`config.mk`:
```
export PLATFORM = sky130hd
export DESIGN_NAME = pipe_stage_buf
export DESIGN_NICKNAME = d
export VERILOG_FILES = /design/src/rtl/pipe_pkg.sv /design/src/rtl/pipe_slot.sv /design/src/rtl/pipe_stage_buf.sv
export SDC_FILE = /design/constraint.sdc
export NUM_CORES = 1
export LEC_CHECK = 0
export ABC_CLOCK_PERIOD_IN_PS = 2200
export BUFFER_PORTS_ARGS = -buffer_cell sky130_fd_sc_hd__buf_2
export CORE_ASPECT_RATIO = 2
export CORE_MARGIN = 5
export CORE_UTILIZATION = 53
export CTS_BUF_LIST = sky130_fd_sc_hd__clkbuf_16
export DETAILED_ROUTE_END_ITERATION = 12
export HOLD_SLACK_MARGIN = 0.12
export PLACE_DENSITY_LB_ADDON = 0.3
export SLEW_MARGIN = 10
export SYNTH_ARGS = -nofsm -noshare
export SYNTH_HDL_FRONTEND = slang
export SYNTH_SLANG_ARGS = --single-unit
```
`constraint.sdc`:
```
create_clock -name Clk -period 2.2 [get_ports Clk]
set_input_delay 0.44 -clock Clk [delete_from_list [all_inputs] [get_ports Clk]]
set_output_delay 0.44 -clock Clk [all_outputs]
set_load 0.005 [all_outputs]
```
`src/rtl/pipe_pkg.sv`:
```
// rtl/pipe_pkg.sv - shared occupancy encoding and default widths for pipe_stage_buf
package pipe_pkg;

  localparam int CTRL_W_DEF = 16;
  localparam int DATA_W_DEF = 128;
  localparam int CNT_W_DEF  = 16;

  typedef enum logic [1:0] {
    OCC_EMPTY = 2'd0,
    OCC_ONE   = 2'd1,
    OCC_FULL  = 2'd2
  } occ_e;

endpackage

```
`src/rtl/pipe_slot.sv`:
```
// rtl/pipe_slot.sv - one ctrl+data holding register; clear squashes ctrl only
module pipe_slot #(
  parameter int CTRL_W = 16,
  parameter int DATA_W = 128
) (
  input  logic              i_clk,
  input  logic              i_rst,
  input  logic              i_load,
  input  logic              i_clr,
  input  logic [CTRL_W-1:0] i_ctrl,
  input  logic [DATA_W-1:0] i_data,
  output logic [CTRL_W-1:0] o_ctrl,
  output logic [DATA_W-1:0] o_data
);

  logic [CTRL_W-1:0] r_ctrl;
  logic [DATA_W-1:0] r_data;

  // Data is deliberately left untouched on clear: only ctrl carries side effects.
  always_ff @(posedge i_clk) begin
    if (i_rst) begin
      r_ctrl <= '0;
      r_data <= '0;
    end else if (i_clr) begin
      r_ctrl <= '0;
    end else if (i_load) begin
      r_ctrl <= i_ctrl;
      r_data <= i_data;
    end
  end

  assign o_ctrl = r_ctrl;
  assign o_data = r_data;

endmodule

```
`src/rtl/pipe_stage_buf.sv`:
```
// rtl/pipe_stage_buf.sv - inter-stage register with valid/ready, 2-entry skid, flush and stall counter
module pipe_stage_buf
  import pipe_pkg::*;
#(
  parameter int CTRL_W = CTRL_W_DEF,
  parameter int DATA_W = DATA_W_DEF,
  parameter int CNT_W  = CNT_W_DEF
) (
  input  logic              Clk,
  input  logic              Reset,
  input  logic              Flush,
  input  logic              in_valid,
  output logic              in_ready,
  input  logic [CTRL_W-1:0] in_ctrl,
  input  logic [DATA_W-1:0] in_data,
  output logic              out_valid,
  input  logic              out_ready,
  output logic [CTRL_W-1:0] out_ctrl,
  output logic [DATA_W-1:0] out_data,
  output logic [1:0]        occupancy,
  output logic [CNT_W-1:0]  stall_cnt,
  input  logic              stat_clr
);

  occ_e              r_state;
  occ_e              w_state_nxt;
  logic              r_in_ready;
  logic [CNT_W-1:0]  r_stall_cnt;

  logic              w_in_xfer;
  logic              w_out_xfer;
  logic              w_out_valid;
  logic              w_main_load;
  logic              w_main_from_skid;
  logic              w_skid_load;
  logic [CTRL_W-1:0] w_main_ctrl_in;
  logic [DATA_W-1:0] w_main_data_in;
  logic [CTRL_W-1:0] w_main_ctrl;
  logic [DATA_W-1:0] w_main_data;
  logic [CTRL_W-1:0] w_skid_ctrl;
  logic [DATA_W-1:0] w_skid_data;

  assign w_out_valid = (r_state != OCC_EMPTY);
  assign w_in_xfer   = in_valid & r_in_ready;
  assign w_out_xfer  = w_out_valid & out_ready;

  always_ff @(posedge Clk) begin
    if (Reset) begin
      r_state    <= OCC_EMPTY;
      r_in_ready <= 1'b1;
    end else begin
      r_state    <= w_state_nxt;
      r_in_ready <= (w_state_nxt != OCC_FULL);
    end
  end

  always_comb begin
    w_state_nxt      = r_state;
    w_main_load      = 1'b0;
    w_main_from_skid = 1'b0;
    w_skid_load      = 1'b0;
    if (Flush) begin
      w_state_nxt = OCC_EMPTY;
    end else begin
      case (r_state)
        OCC_EMPTY: begin
          if (w_in_xfer) begin
            w_state_nxt = OCC_ONE;
            w_main_load = 1'b1;
          end
        end
        OCC_ONE: begin
          if (w_in_xfer && w_out_xfer) begin
            w_main_load = 1'b1;
          end else if (w_in_xfer) begin
            w_state_nxt = OCC_FULL;
            w_skid_load = 1'b1;
          end else if (w_out_xfer) begin
            w_state_nxt = OCC_EMPTY;
          end
        end
        OCC_FULL: begin
          if (w_out_xfer) begin
            w_state_nxt      = OCC_ONE;
            w_main_load      = 1'b1;
            w_main_from_skid = 1'b1;
          end
        end
        default: w_state_nxt = OCC_EMPTY;
      endcase
    end
  end

  assign w_main_ctrl_in = w_main_from_skid ? w_skid_ctrl : in_ctrl;
  assign w_main_data_in = w_main_from_skid ? w_skid_data : in_data;

  pipe_slot #(.CTRL_W(CTRL_W), .DATA_W(DATA_W)) u_main (
    .i_clk  (Clk),
    .i_rst  (Reset),
    .i_load (w_main_load),
    .i_clr  (Flush),
    .i_ctrl (w_main_ctrl_in),
    .i_data (w_main_data_in),
    .o_ctrl (w_main_ctrl),
    .o_data (w_main_data)
  );

  pipe_slot #(.CTRL_W(CTRL_W), .DATA_W(DATA_W)) u_skid (
    .i_clk  (Clk),
    .i_rst  (Reset),
    .i_load (w_skid_load),
    .i_clr  (Flush),
    .i_ctrl (in_ctrl),
    .i_data (in_data),
    .o_ctrl (w_skid_ctrl),
    .o_data (w_skid_data)
  );

  // Saturating stall counter; a clear beats a same-cycle increment.
  always_ff @(posedge Clk) begin
    if (Reset || stat_clr) begin
      r_stall_cnt <= '0;
    end else if (w_out_valid && !out_ready && (r_stall_cnt != {CNT_W{1'b1}})) begin
      r_stall_cnt <= r_stall_cnt + 1'b1;
    end
  end

  assign in_ready  = r_in_ready;
  assign out_valid = w_out_valid;
  assign out_ctrl  = w_out_valid ? w_main_ctrl : '0;
  assign out_data  = w_main_data;
  assign occupancy = r_state;
  assign stall_cnt = r_stall_cnt;

  a_occ_legal: assert property (@(posedge Clk) disable iff (Reset)
    r_state inside {OCC_EMPTY, OCC_ONE, OCC_FULL});

  a_no_accept_when_full: assert property (@(posedge Clk) disable iff (Reset)
    (r_state == OCC_FULL) |-> !r_in_ready);

endmodule
```
# Yosys cells after proc, flatten, opt, wreduce, memory -nomap -nowiden
# Cells that the tools add are included.
# W data, S select, Z words.
[totals]
ff_bits = 307
output_inout_bits = 164
[op_classes]
bitwise_logic = 3
reduce_logical = 10
addsub = 1
eq_ne = 4
mux = 20
[ops]
columns = ["cell", "count"]
rows = [
  ["$mux W128", 1],
  ["$mux W16", 2],
  ["$add A16 B1 Y16 const B", 1],
  ["$ne A16 B16 Y1 const B", 1],
  ["$mux W2", 6],
  ["$mux W1", 9],
  ["$pmux W2 S3", 1],
  ["$reduce_and A2 Y1", 2],
  ["$logic_and A1 B1 Y1", 3],
  ["$pmux W1 S3", 1],
  ["$and A1 B1 Y1", 2],
  ["$eq A2 B1 Y1 const B", 1],
  ["$eq A2 B2 Y1 const B", 1],
  ["$logic_not A2 Y1", 1],
  ["$ne A2 B2 Y1 const B", 1],
  ["$reduce_bool A2 Y1", 1],
  ["$reduce_or A2 Y1", 1],
  ["$logic_not A1 Y1", 1],
  ["$logic_or A1 B1 Y1", 1],
  ["$not A1 Y1", 1],
]

# Longest topological paths before layout
[depth]
word_depth = 8
ltp_mapped = 8
ltp_nobuf = 5

# Cells and area by module
# A second synthesis with hierarchy kept.
[hier_totals]
cells_unflattened = 1563
area_unflattened_um2 = 15685.0
[modules_own_cells]
columns = ["mod", "area_each_um2", "cells_per_inst", "n_inst"]
rows = [
  ["pipe_slot", 6387.4, 636, 2],
  ["pipe_stage_buf", 2910.3, 291, 1],
]

# Worst setup path after synthesis
# Ideal clock, no wire load.
[synth_timing]
path_kind = "reg2reg"
start = "register r_state[1] (netlist: occupancy[1])"
end = "register u_skid.r_data[67] (netlist: u_skid.o_data[67])"
t_arrival_ps = 1664
slack_ps = 404
path_buffers = 4
path_stages_with_launch = 9
path_cell_list = "dfxtp_1 buf_2 nand3b_1 or4_1 buf_2 buf_2 buf_2 nand2_1 a21oi_1"
[synth_between]
elab_chain_len = 7
elab_cells_between_ends = 8
cone_classes = "1 x eq/ne; 3 x mux; 1 x bitwise; 3 x reduce/logical"
[synth_lines]
columns = ["item", "line_no", "source"]
rows = [
  ["from (decl)", "pipe_stage_buf.sv:25", "occ_e r_state;"],
  ["from (signal assigned)", "pipe_stage_buf.sv:52", "r_state <= w_state_nxt;"],
  ["$reduce_bool A2 Y1", "pipe_stage_buf.sv:43", "assign w_out_valid = (r_state != OCC_EMPTY);"],
  ["$and A1 B1 Y1", "pipe_stage_buf.sv:45", "assign w_out_xfer = w_out_valid & out_ready;"],
  ["$logic_and A1 B1 Y1", "pipe_stage_buf.sv:73", "if (w_in_xfer && w_out_xfer) begin"],
  ["$mux W1", "pipe_stage_buf.sv:73", ""],
  ["$mux W1 *", "pipe_stage_buf.sv:65", "case (r_state)"],
  ["$mux W1 *", "pipe_stage_buf.sv:62", "if (Flush) begin"],
  ["$reduce_and A2 Y1 (no line) *", "n/a", ""],
  ["to (signal assigned)", "pipe_slot.sv:28", "r_data <= i_data;"],
  ["to (decl)", "pipe_slot.sv:17", "logic [DATA_W-1:0] r_data;"],
]
# Every way passes the cells marked *; elsewhere a longest branch is shown, timed or not.
# A chain may end at the register's enable or synchronous reset.

# Worst setup path after layout
[layout_timing]
start = "register r_state[1] (netlist: occupancy[1])"
end = "output out_ctrl[12]"
[layout_between]
elab_chain_len = 2
[layout_lines]
columns = ["item", "line_no", "source"]
rows = [
  ["$reduce_bool A2 Y1", "pipe_stage_buf.sv:43", ""],
  ["$mux W16", "pipe_stage_buf.sv:130", "assign out_ctrl = w_out_valid ? w_main_ctrl : '0;"],
  ["to (decl)", "pipe_stage_buf.sv:18", "output logic [CTRL_W-1:0] out_ctrl,"],
]
# No other way between the ends.

==> insert_results.sql <==
INSERT INTO impl_metrics (metric_group, metric, value, unit) VALUES
('outcome', 'run_status', 'finished clean', ''),
('floorplanning', 'dieHeight', '226.0', 'microns'),
('global_route', 'grt_pass1_vias', '10343', ''),
('setup_path', 'reg2reg_setup_slack', '0.25', 'ns'),
('timing', 'max_freq', '470.8', 'MHz'),
('timing', 'rsz0062_at_grt', 'no', ''),
('synth', 'yosysUniqueCellTypes', '41', ''),
('final_layout', 'layout.area.seq', '6146', 'sq um'),
('setup_path', 'cp_slowest_cell', 'sky130_fd_sc_hd__dfxtp_1', ''),
('global_route', 'grt_start_max_net_pins', '125', ''),
('global_route', 'number_of_antenna_violations_at_the_first_check_in_global_routing', '7', ''),
('detailed_routing', 'drt-total-wl', '32.60', 'mm'),
('setup_path', 'crit_chain', 'or2_4 > and2_1 > buf_2', ''),
('setup_path', 'critical_path.reg2reg.startpoint', 'occupancy[0]$_SDFF_PP0_', ''),
('run', 'cap_viol_max_count', '0', ''),
('synth', 'mean_instance_size_in_the_synthesized_netlist', '8.755', 'sq um'),
('pwr', 'combinationalPowerShare', '9.8', '%'),
('clock_tree', 'clk-insertion-delay-late', '0.53', 'ns'),
('floorplanning', 'start_util', '53.45', '%'),
('global_route', 'global_route.usage.total', '23.11', '%'),
('synth', 'synth_fp_nets', '1563', ''),
('clock_tree', 'clockRootBuffer', 'sky130_fd_sc_hd__clkbuf_16', ''),
('setup_path', 'crit_path_max_fanout', '17', ''),
('floorplanning', 'coreArea', '23130', 'sq um'),
('floorplanning', 'die_ar', '26660', 'sq um'),
('final_layout', 'final_layout_size_suffix_gt1_share', '23.09', '%'),
('pwr', 'sw_frac_of_total', '24.15', '%'),
('pwr', 'switching_power', '2.781', 'mW'),
('synth', 'synthesis.area', '12360', 'sq um'),
('detailed_routing', 'avgRoutedWirePerCell', '16.54', 'microns'),
('synth', 'ys_async_sr_fraction', '0', '%'),
('timing', 'max-slew-margin-rel', '56.32', '%'),
('clock_tree', 'h-tree-depth', '1', ''),
('floorplanning', 'die_x', '118.0', 'microns'),
('setup_path', 'worst-setup-path-type', 'flip-flop to output pin', ''),
('synth', 'synth_seq_cells', '307', ''),
('timing', 'min_period', '2.124', 'ns'),
('timing', 'number_of_slew_limit_violations_in_the_final_report', '0', ''),
('clock_tree', 'path_clk_slew', '0.07', 'ns'),
('floorplanning', 'rows', '79', ''),
('clock_tree', 'cts_made_buffers', '27', ''),
('detailed_routing', 'vias', '10795', ''),
('synth', 'synth_enable_flop_cells', '0', ''),
('timing', 'report.final.setup_viol', '0', ''),
('final_layout', 'layout-area-overhead-vs-synth', '21.61', '%'),
('place', 'final_replace_weighted_congestion', '0.8272', ''),
('final_layout', 'multiInputGateArea', '5678', 'sq um'),
('place', 'post-place-ws', '0.1673', 'ns'),
('timing', 'setup_slack', '0.07589', 'ns'),
('pwr', 'power.sequential.fraction', '51.4', '%'),
('min_path', 'min_delay_path_depth', '3', ''),
('clock_tree', 'clock_path_buffers', '3', ''),
('clock_tree', 'numClockSinks', '307', ''),
('clock_tree', 'cts_tree', 'yes', ''),
('synth', 'synthCells', '1412', ''),
('timing', 'clock-skew-final', '0.01247', 'ns'),
('timing', 'timing_hold_violations_final', '0', ''),
('place', 'dpl.hpwl', '22.35', 'mm'),
('pwr', 'leakage', '5.656', 'nW'),
('pwr', 'worst_ir_drop_vdd', '0.8518', 'mV'),
('synth', 'synth-warning-count', '0', ''),
('synth', 'postSynth.topFlopCell', 'sky130_fd_sc_hd__dfxtp_1', ''),
('place', 'buffer_ports.inserted', '313', ''),
('global_route', 'grt_pass1_wl', '51.63', 'mm'),
('setup_path', 'max_stage_delay', '0.51', 'ns'),
('clock_tree', 'post_cts_hold_buffer_count', '0', ''),
('pwr', 'power_density', '766.2', 'nW/um^2'),
('detailed_routing', 'drc_errors', '0', ''),
('synth', 'yosysSeqAreaShare', '49.72', '%'),
('pwr', 'clock_power_share', '38.8', '%'),
('detailed_routing', 'drt_first_iter_violations', '619', '');
-- worst max path at each step --
stage,startpoint,endpoint,slack (ns),cells past startpoint
2_1_floorplan,occupancy[1]$_SDFF_PP0_,u_skid.o_data[67]$_SDFFE_PP0P_,0.40,8
3_3_place_gp,out_ready,stall_cnt[12]$_SDFFE_PP0P_,0.22,5
3_5_place_dp,out_ready,u_main.o_data[127]$_SDFFE_PP0P_,0.17,7
4_1_cts,occupancy[1]$_SDFF_PP0_,out_ctrl[12],0.06,3
5_1_grt,occupancy[1]$_SDFF_PP0_,out_ctrl[4],0.02,3
6_report,occupancy[1]$_SDFF_PP0_,out_ctrl[12],0.08,3
-- cell usage after synthesis (2+ instances only) --
library cell / n / area share [%]
sky130_fd_sc_hd__or3_1: 10 / 0.51
sky130_fd_sc_hd__o41ai_1: 3 / 0.21
sky130_fd_sc_hd__o21ai_0: 4 / 0.16
sky130_fd_sc_hd__o31ai_1: 2 / 0.12
sky130_fd_sc_hd__inv_1: 2 / 0.061
sky130_fd_sc_hd__or2_2: 4 / 0.20
sky130_fd_sc_hd__nor3_1: 2 / 0.081
sky130_fd_sc_hd__buf_2: 49 / 2.0
sky130_fd_sc_hd__nand2_1: 303 / 9.2
sky130_fd_sc_hd__mux2i_1: 151 / 12
sky130_fd_sc_hd__a211oi_1: 146 / 8.9
sky130_fd_sc_hd__dfxtp_1: 307 / 50
sky130_fd_sc_hd__buf_6: 6 / 0.55
sky130_fd_sc_hd__nor2_1: 148 / 4.5
sky130_fd_sc_hd__nand3_1: 4 / 0.16
sky130_fd_sc_hd__a21oi_1: 155 / 6.3
sky130_fd_sc_hd__and2_1: 18 / 0.91
sky130_fd_sc_hd__or4_1: 5 / 0.30
sky130_fd_sc_hd__clkbuf_1: 61 / 1.9
sky130_fd_sc_hd__a31oi_1: 2 / 0.10
sky130_fd_sc_hd__a2111o_1: 2 / 0.18
sky130_fd_sc_hd__nand4_1: 8 / 0.40
sky130_fd_sc_hd__nand3b_1: 2 / 0.12
-- layout make-up --
cell class | instances | share of cell area [%]
antenna | 3 | 0.04994
clock buffer | 27 | 4.494
clock inverter | 20 | 0.9322
inverter | 3 | 0.07491
multi-input combinational | 984 | 37.77
sequential | 307 | 40.88
tap | 283 | 2.355
timing repair buffer | 344 | 13.44
-- power groups by stage --
| stage | Clock, mW | Combinational [mW] | Sequential [mW] |
|---|---|---|---|
| 2_1_floorplan | 0 | 0.566 | 6.04 |
| 3_3_place_gp | 0 | 1.11 | 6.03 |
| 3_5_place_dp | 0 | 1.14 | 6.04 |
| 4_1_cts | 4.60 | 1.14 | 5.92 |
| 5_1_grt | 4.82 | 1.26 | 5.94 |
| 6_report | 4.47 | 1.13 | 5.91 |
-- critical path: cells and delay by family (launching register included) --
family	cells	cell delay, ns
buffers and inverters	1	0.14
flip-flops	1	0.51
AND/OR/NAND/NOR	2	0.50
-- layer usage --
| layer | up-vias | track usage [%] | share of wire [%] |
|---|---|---|---|
| met1 | 5021 | 24.99 | 37 |
| met3 | 77 | 5.363 | 6.0 |
| li1 | 5406 | - | - |
| met5 | - | 0 | 0.18 |
| met4 | 8 | 11.04 | 3.9 |
| met2 | 283 | 42.17 | 53 |
-- layout by cell type, fill, tap and decap left out, drive strengths merged, types with 8 or more instances in the layout --
cell / Yosys / final
a21oi: 155 / 155
and2: 18 / 18
nand4: 8 / 8
clkbuf: 61 / 28
clkinv: 0 / 13
nor2: 148 / 148
or3: 10 / 10
buf: 57 / 343
mux2i: 151 / 151
nand2: 303 / 303
dfxtp: 307 / 307
a211oi: 146 / 146
-- metrics by stage --
| step | hold WS [ns] | util, % | total power, mW | std cells |
|---|---|---|---|---|
| finish | 0.1439 | 65.00 | 11.52 | 1971 |
| global route | 0.1255 | 64.98 | 12.01 | 1970 |
| CTS | 0.1216 | 64.96 | 11.66 | 1968 |
| detailed placement | 0.4463 | 61.42 | 7.175 | 1921 |
| global placement | 0.4405 | 61.42 | 7.141 | 1921 |
| floorplan | 0.4360 | - | 6.604 | 1412 |
-- flip-flops by register name, indices dropped and copies added (netlist names) --
name and count:
u_main.o_ctrl 16, u_skid.o_ctrl 16, in_ready 1, occupancy 2
u_skid.o_data 128, stall_cnt 16, u_main.o_data 128
-- kinds of logic after synthesis --
logic type	count (synthesis)	share of synthesized area (%)
buffers and inverters	121	4.565
and+or+nand+nor	510	16.92
DFF	307	49.72
adders and majority gates	1	0.1012
AOI/OAI and AO/OA	322	16.47
muxes	151	12.23
-- what timing repair did --
| item | in CTS | in global routing |
|---|---|---|
| setup endpoints to repair | 6 | 0 |
| endpoints found under the hold margin | 0 | 0 |
| resized for setup | 1 | 0 |
| buffers inserted | 0 | 0 |
No activity file was read; power rests on OpenSTA's default activity.
